===== config.mk =====
export PLATFORM = sky130hd
export DESIGN_NAME = spi_master_ctrl_flat
export DESIGN_NICKNAME = d
export VERILOG_FILES = /design/src/rtl/spi_master_ctrl_if.sv /design/src/rtl/spi_master_ctrl.sv /design/src/flat_wrapper.sv
export SDC_FILE = /design/constraint.sdc
export NUM_CORES = 1
export LEC_CHECK = 0
export BUFFER_PORTS_ARGS = -buffer_cell sky130_fd_sc_hd__buf_2
export CAP_MARGIN = 10
export CELL_PAD_IN_SITES_DETAIL_PLACEMENT = 0
export CELL_PAD_IN_SITES_GLOBAL_PLACEMENT = 1
export CORE_MARGIN = 2
export CORE_UTILIZATION = 43
export CTS_BUF_LIST = sky130_fd_sc_hd__clkbuf_16
export DETAILED_ROUTE_END_ITERATION = 10
export GPL_ROUTABILITY_DRIVEN = 0
export PLACE_DENSITY = 0.86
export SLEW_MARGIN = 20
export SYNTH_ARGS = -nofsm -noshare
export SYNTH_HDL_FRONTEND = slang
export SYNTH_SLANG_ARGS = --single-unit
export TNS_END_PERCENT = 30

===== constraint.sdc =====
create_clock -name clk -period 2.55 [get_ports clk]
set_clock_uncertainty 0.2 [all_clocks]
set_input_delay 0.255 -clock clk [delete_from_list [all_inputs] [get_ports clk]]
set_output_delay 0.255 -clock clk [all_outputs]
set_load 0.05 [all_outputs]

===== src/rtl/spi_master_ctrl_if.sv =====
// Command/response bundle between the sequencer and the SPI master controller.
interface spi_master_ctrl_if #(parameter int ADDR_SIZE = 8);
  logic                 req_valid;
  logic                 req_ready;
  logic [1:0]           req_op;
  logic [ADDR_SIZE-1:0] req_data;
  logic                 rsp_valid;
  logic [ADDR_SIZE-1:0] rsp_data;
  logic                 busy;
  logic                 err;

  modport master (output req_valid, req_op, req_data,
                  input  req_ready, rsp_valid, rsp_data, busy, err);
  modport slave  (input  req_valid, req_op, req_data,
                  output req_ready, rsp_valid, rsp_data, busy, err);
endinterface


===== src/rtl/spi_master_ctrl.sv =====
// Command-level SPI master: frames {op,data} onto SS_n/MOSI, collects read-data replies from MISO.
// Optional op-sequence checking is enabled with `define SPI_MASTER_SEQ_CHECK_EN.
module spi_master_ctrl #(
  parameter int RD_LAT    = 2,
  parameter int GAP       = 1,
  parameter int ADDR_SIZE = 8
)(
  input  logic              clk,
  input  logic              rst,
  spi_master_ctrl_if.slave  bus,
  output logic              SS_n,
  output logic              MOSI,
  input  logic              MISO
);
  localparam int FW = ADDR_SIZE + 2;
  localparam int CW = 8;

  typedef enum logic [2:0] {IDLE, CMD, SHIFT, WAIT_RD, RX, GAP_ST} state_t;

  state_t               state;
  logic [CW-1:0]        cnt;
  logic [FW-1:0]        din;
  logic                 rd_frame;
  logic [ADDR_SIZE-2:0] rx_sh;
  logic                 req_ready, rsp_valid, busy;
  logic [ADDR_SIZE-1:0] rsp_data;
  logic                 accept, reject, start;

  assign accept = bus.req_valid && req_ready;
  assign start  = accept && !reject;

  assign bus.req_ready = req_ready;
  assign bus.rsp_valid = rsp_valid;
  assign bus.rsp_data  = rsp_data;
  assign bus.busy      = busy;

`ifdef SPI_MASTER_SEQ_CHECK_EN
  logic wa_seen, last_ra, err;

  // Rejected commands do not update history; only framed ops count.
  assign reject = (bus.req_op == 2'b01 && !wa_seen) ||
                  (bus.req_op == 2'b11 && !last_ra);
  assign bus.err = err;

  always_ff @(posedge clk) begin
    if (rst) begin
      wa_seen <= 1'b0;
      last_ra <= 1'b0;
      err     <= 1'b0;
    end else begin
      err <= accept && reject;
      if (start) begin
        if (bus.req_op == 2'b00) wa_seen <= 1'b1;
        last_ra <= (bus.req_op == 2'b10);
      end
    end
  end
`else
  assign reject  = 1'b0;
  assign bus.err = 1'b0;
`endif

  always_ff @(posedge clk) begin
    if (rst) begin
      state     <= IDLE;
      SS_n      <= 1'b1;
      MOSI      <= 1'b0;
      req_ready <= 1'b0;
      rsp_valid <= 1'b0;
      rsp_data  <= '0;
      busy      <= 1'b0;
      cnt       <= '0;
      din       <= '0;
      rd_frame  <= 1'b0;
      rx_sh     <= '0;
    end else begin
      rsp_valid <= 1'b0;
      case (state)
        IDLE: begin
          req_ready <= 1'b1;
          if (start) begin
            din       <= {bus.req_op, bus.req_data};
            rd_frame  <= (bus.req_op == 2'b11);
            state     <= CMD;
            SS_n      <= 1'b0;
            MOSI      <= bus.req_op[1];
            req_ready <= 1'b0;
            busy      <= 1'b1;
          end
        end
        CMD: begin
          state <= SHIFT;
          MOSI  <= din[FW-1];
          din   <= {din[FW-2:0], 1'b0};
          cnt   <= '0;
        end
        SHIFT: begin
          if (cnt == CW'(FW-1)) begin
            cnt  <= '0;
            MOSI <= 1'b0;
            if (rd_frame) begin
              state <= (RD_LAT == 0) ? RX : WAIT_RD;
            end else begin
              state <= GAP_ST;
              SS_n  <= 1'b1;
            end
          end else begin
            cnt  <= cnt + 1'b1;
            MOSI <= din[FW-1];
            din  <= {din[FW-2:0], 1'b0};
          end
        end
        WAIT_RD: begin
          if (cnt == CW'(RD_LAT-1)) begin
            cnt   <= '0;
            state <= RX;
          end else begin
            cnt <= cnt + 1'b1;
          end
        end
        RX: begin
          rx_sh <= {rx_sh[ADDR_SIZE-3:0], MISO};
          if (cnt == CW'(ADDR_SIZE-1)) begin
            rsp_data  <= {rx_sh, MISO};
            rsp_valid <= 1'b1;
            SS_n      <= 1'b1;
            state     <= GAP_ST;
            cnt       <= '0;
          end else begin
            cnt <= cnt + 1'b1;
          end
        end
        GAP_ST: begin
          if (cnt == CW'(GAP-1)) begin
            cnt       <= '0;
            state     <= IDLE;
            req_ready <= 1'b1;
            busy      <= 1'b0;
          end else begin
            cnt <= cnt + 1'b1;
          end
        end
        default: state <= IDLE;
      endcase
    end
  end
endmodule


===== src/flat_wrapper.sv =====
// flat-port wrapper written by rule: the top's interface ports become plain ports
module spi_master_ctrl_flat 
#(
  parameter int RD_LAT    = 2,
  parameter int GAP       = 1,
  parameter int ADDR_SIZE = 8
)
  (clk, rst, SS_n, MOSI, MISO, bus_req_valid, bus_req_op, bus_req_data, bus_req_ready, bus_rsp_valid, bus_rsp_data, bus_busy, bus_err);
  spi_master_ctrl_if #(.ADDR_SIZE(ADDR_SIZE)) bus_i ();
  input  logic clk;
  input  logic rst;
  output logic SS_n;
  output logic MOSI;
  input  logic MISO;
  input wire logic [$bits(bus_i.req_valid)-1:0] bus_req_valid;
  input wire logic [$bits(bus_i.req_op)-1:0] bus_req_op;
  input wire logic [$bits(bus_i.req_data)-1:0] bus_req_data;
  output wire logic [$bits(bus_i.req_ready)-1:0] bus_req_ready;
  output wire logic [$bits(bus_i.rsp_valid)-1:0] bus_rsp_valid;
  output wire logic [$bits(bus_i.rsp_data)-1:0] bus_rsp_data;
  output wire logic [$bits(bus_i.busy)-1:0] bus_busy;
  output wire logic [$bits(bus_i.err)-1:0] bus_err;
  assign bus_i.req_valid = bus_req_valid;
  assign bus_i.req_op = bus_req_op;
  assign bus_i.req_data = bus_req_data;
  assign bus_req_ready = bus_i.req_ready;
  assign bus_rsp_valid = bus_i.rsp_valid;
  assign bus_rsp_data = bus_i.rsp_data;
  assign bus_busy = bus_i.busy;
  assign bus_err = bus_i.err;
  spi_master_ctrl #(.RD_LAT(RD_LAT), .GAP(GAP), .ADDR_SIZE(ADDR_SIZE)) u_core (.clk(clk), .rst(rst), .bus(bus_i), .SS_n(SS_n), .MOSI(MOSI), .MISO(MISO));
endmodule

== After elaboration in Yosys (flattened, before gate mapping) ==
Index checks and enable logic that the tools add are counted.

* Add/sub/neg operators: 1
* Reductions and logical operators: 16
* Bitwise gates (word level): 1
* Eq/ne operators: 16
* Multiplexer cells: 30

{| class="wikitable"
|+ Operators with widths
! kind !! count
|-
| $pmux W8 S5 || 1
|-
| $mux W8 || 4
|-
| $pmux W10 S3 || 1
|-
| $mux W10 || 2
|-
| $mux W3 || 6
|-
| $pmux W3 S6 || 1
|-
| $mux W1 || 11
|-
| $ne A2 B1 Y1 const B || 5
|-
| $reduce_and A5 Y1 || 2
|-
| $add A8 B1 Y8 const B || 1
|-
| $eq A8 B1 Y1 const B || 1
|-
| $eq A8 B3 Y1 const B || 1
|-
| $eq A8 B4 Y1 const B || 1
|-
| $logic_not A8 Y1 || 1
|-
| $reduce_and A2 Y1 || 4
|-
| $eq A3 B2 Y1 const B || 2
|-
| $eq A3 B3 Y1 const B || 2
|-
| $pmux W1 S3 || 2
|-
| $reduce_and A3 Y1 || 2
|-
| $reduce_bool A3 Y1 || 2
|-
| $reduce_bool A5 Y1 || 1
|-
| $ne A2 B2 Y1 const B || 2
|-
| $pmux W1 S2 || 2
|-
| $eq A3 B1 Y1 const B || 1
|-
| 6 further kinds || 6
|}

* Flip-flop bits (word level): 42

== Longest topological paths before layout ==
* Depth after elaboration: 3
* Mapped depth: 8

== Worst setup path before layout ==
Ideal clock, no wire load.

* Path type: register to register
* From: register u_core.cnt[4]
* To: register u_core.rsp_data[0], in the netlist u_core.bus.rsp_data[0]
* Required time: 2.217 ns
* Data arrival time: 1.870 ns
* Stages on the path, launching flop included: 7
* Setup slack: 0.347 ns
* Path through: dfxtp_1 -> or4_4 -> buf_6 -> or3_4 -> nor2_8 -> mux2i_1 -> nor2_2

* Cells in the longest elaborated chain, start to end: 2

{| class="wikitable"
|+ Ends and longest elaborated chain
! item !! RTL line !! text
|-
| start, declared || spi_master_ctrl.sv:21 || <nowiki>logic [CW-1:0] cnt;</nowiki>
|-
| start signal, assigned || spi_master_ctrl.sv:108 || <nowiki>cnt <= cnt + 1'b1;</nowiki>
|-
| start signal, assigned || spi_master_ctrl.sv:118 || <nowiki>cnt <= cnt + 1'b1;</nowiki>
|-
| start signal, assigned || spi_master_ctrl.sv:130 || <nowiki>cnt <= cnt + 1'b1;</nowiki>
|-
| $eq A8 B3 Y1 || spi_master_ctrl.sv:123 || <nowiki>if (cnt == CW'(ADDR_SIZE-1)) begin</nowiki>
|-
| $reduce_and A2 Y1 (no source line) || -- ||
|-
| end signal, assigned || spi_master_ctrl.sv:124 || <nowiki>rsp_data <= {rx_sh, MISO};</nowiki>
|-
| end, declared || spi_master_ctrl.sv:26 || <nowiki>logic [ADDR_SIZE-1:0] rsp_data;</nowiki>
|}

Every way passes these cells.
A chain may end at the register's enable or synchronous reset.

== Final worst setup path ==
* From: register u_core.cnt[4]
* To: register u_core.rsp_data[4], in the netlist u_core.bus.rsp_data[4]

Same word-level chain as after synthesis.

==> flow_summary_export.csv <==
group,metric,value,unit
synth,yosysWarnings,0,
flow_run,drv_cap,0,
finish,diodes,0,
setup_path,cp_max_fo,8,
sta,rsz0062_at_grt,"no",
cts,insertion_delay,280,ps
placement,dp_hpwl,3210,um
cts,cts_hold_buf,0,
die,die_h,74.5,um
finish,syn2layout_area_growth,16.2,%
die,ioPinCount,28,
setup_path,crit_required,2530,ps
placement,dp_cells,335,
die,core_region_area,4750,um2
sta,tns,0,ps
cts,cts_setup_buffers,0,
synth,synth_area,2130,um2
routing,firstDrtPassIters,4,
setup_path,path_class,"flip-flop to flip-flop",
cts,numCtsBuffers,5,
finish,num-nets-final,292,
sta,fmax,447,MHz
synth,synth_nets,270,
setup_path,crit_arrival,2220,ps
finish,final_cells,343,
die,fp.dieArea,5540,um2
grt,grt_pass1_vias,1584,
finish,fillers,459,
synth,ys.flop_type,"dfxtp_1",
die,die_x,74.5,um
finish,seq_area,841,um2
finish,post_route_cells_drive_above_1_share,21.4,%
synth,synth_common_cells,"42 x dfxtp_1, 29 x nand2_1, 24 x a21oi_1",
setup_path,worstPathCellList,"or4_4 > or3_4 > nor2_8 > mux2i_1 > nor2_2",
routing,post_drt_wl_per_cell,13.3,um
grt,gr-total-overflow,0,
sta,finalCriticalPeriod,2240,ps
die,num_rows,25,
sta,finalSetupViolCount,0,
setup_path,crit_path_max_incr_delay,610,ps
synth,async_flop_share,0,%
grt,grt_max_degree,23,
cts,cts_max_level,2,
cts,ctsResizeCount,0,
synth,yosys.area.top_type,"dfxtp_1",
sta,tightest_slew,654,ps
routing,drtAntennaViolNets,0,
setup_path,crit_slowest_cell,"or4_4",
hold_path,hold_path_class,"primary input to flip-flop",
cts,cts_tree,"yes",
synth,syn-instance-count,253,
sta,finalHoldViolations,0,
cts,numClockSinks,42,
setup_path,critical_path.startpoint_type,"flip-flop",
cts,root_buffer,"clkbuf_16",
finish,multi_input_area,1190,um2
synth,netlist.area_leader.share,39.4,%
routing,dr_total_vias,1842,
die,initial_core_util,44.9,%
sta,max-slew-margin-rel,56.3,%
status,outcome,"finished clean",
synth,synthTopCellsByArea,"dfxtp_1 39%, mux2i_1 8.4%, a21oi_1 5.6%",
routing,drc,0,
sta,finalCritPeriodShare,87.8,%
power_and_ir_drop,powerDensity,1020,nW/um2
cts,clk_pin_slew,70,ps
grt,grt_pass1_wl,7470,um
power_and_ir_drop,p_total,2.54,mW
grt,antenna_found_initial,0,
placement,port-buffer-count,26,
routing,viasPerCell,5.37,
cts,cts_max_path_buffers,2,
routing,wirelength,4550,um
sta,slew_violations,0,
sta,setup_slack,312,ps
setup_path,end_kind,"flip-flop",
grt,grtUsageTotal,17.7,%
power_and_ir_drop,ir_drop,0.000872,V
synth,synth_cell_types,45,
synth,syn_area_per_cell,8.44,um2
routing,first_iter_violations,107,
synth,yosysMostFrequentCell,"dfxtp_1",
setup_path,worst-path-buf-inv,0,
placement,pre_cts_ws,298,ps
synth,synth_seq_area_share,39.4,%
setup_path,critical_path.top_delay_family,"simple AND/OR/NAND/NOR gates",
power_and_ir_drop,total_leakage_power,0.919,nW
synth,synth-seq-cells,42,
setup_path,r2r_slack,310,ps
sta,holdWs,16.6,ps
synth,synth_edf_count,0,
metal layers:
metal	vias up	global-route usage, %	share of wire (%)
li1	944	-	-
met1	856	25.5	50
met2	36	24.6	44
met3	6	4.47	4.0
met4	0	8.13	1.9
met5	-	0	0
worst min-delay path: cells and delay by family:
| kind | cells | cell delay, ps |
|---|---|---|
| simple gates | 1 | 50 |
| buf+inv | 1 | 100 |
| compound gates | 1 | 50 |
layout make-up:
type | count | area share (%)
multi-input combinational | 186 | 48.2
sequential | 42 | 33.9
timing repair buffer | 34 | 7.67
clock buffer | 5 | 5.04
tap | 67 | 3.38
clock inverter | 3 | 0.958
inverter | 6 | 0.908
final timing paths:
path / startpoint / end / cells past startpoint
worst max-delay path: u_core.cnt[4] / u_core.bus.rsp_data[4] / 5
worst min-delay path: MISO / u_core.rx_sh[0] / 3
worst max register to register: u_core.cnt[4] / u_core.bus.rsp_data[4] / 5
worst min register to register: u_core.rx_sh[6] / u_core.rx_sh[6] / 2
flip-flops by register name (all words and copies together) (netlist names):
| signal | flops |
|---|---|
| u_core.bus.req_ready | 1 |
| u_core.rd_frame | 1 |
| u_core.state | 3 |
| u_core.rx_sh | 7 |
| u_core.din | 10 |
| u_core.cnt | 8 |
| u_core.bus.rsp_data | 8 |
| u_core.SS_n | 1 |
| u_core.MOSI | 1 |
| u_core.bus.busy | 1 |
| u_core.bus.rsp_valid | 1 |
through the flow:
stage | area, um2 | utilization, %
after floorplan | 2130 | -
after global placement | 2330 | 49.1
after detailed placement | 2330 | 49.1
after CTS | 2480 | 52.2
after global routing | 2480 | 52.2
final | 2480 | 52.2
power breakdown:
| group | internal (mW) | switching [mW] |
|---|---|---|
| sequential | 0.783 | 0.135 |
| combinational | 0.386 | 0.598 |
| clock | 0.366 | 0.269 |
cells by family after synthesis:
kind of cell,after synthesis,synth area share [%]
AOI/OAI and AO/OA,62,20.2
xor gates and xnor gates,1,0.410
adders and majority gates,3,1.76
buffers and inverters,25,4.98
DFF,42,39.4
muxes,18,8.44
other,1,0.176
and+or+nand+nor,101,24.7
placed cells by master, fill, tap and decap left out, drive strengths merged, types with 4 or more instances in the layout:
master,n
a211oi,10
nand3,4
a31oi,6
nand2b,9
buf,34
inv,7
dfxtp,42
a21oi,24
nor2,28
nor2b,5
nor3,13
mux2i,18
o21ai,4
clkbuf,5
nand2,30
Power figures use the tool's default switching activity.
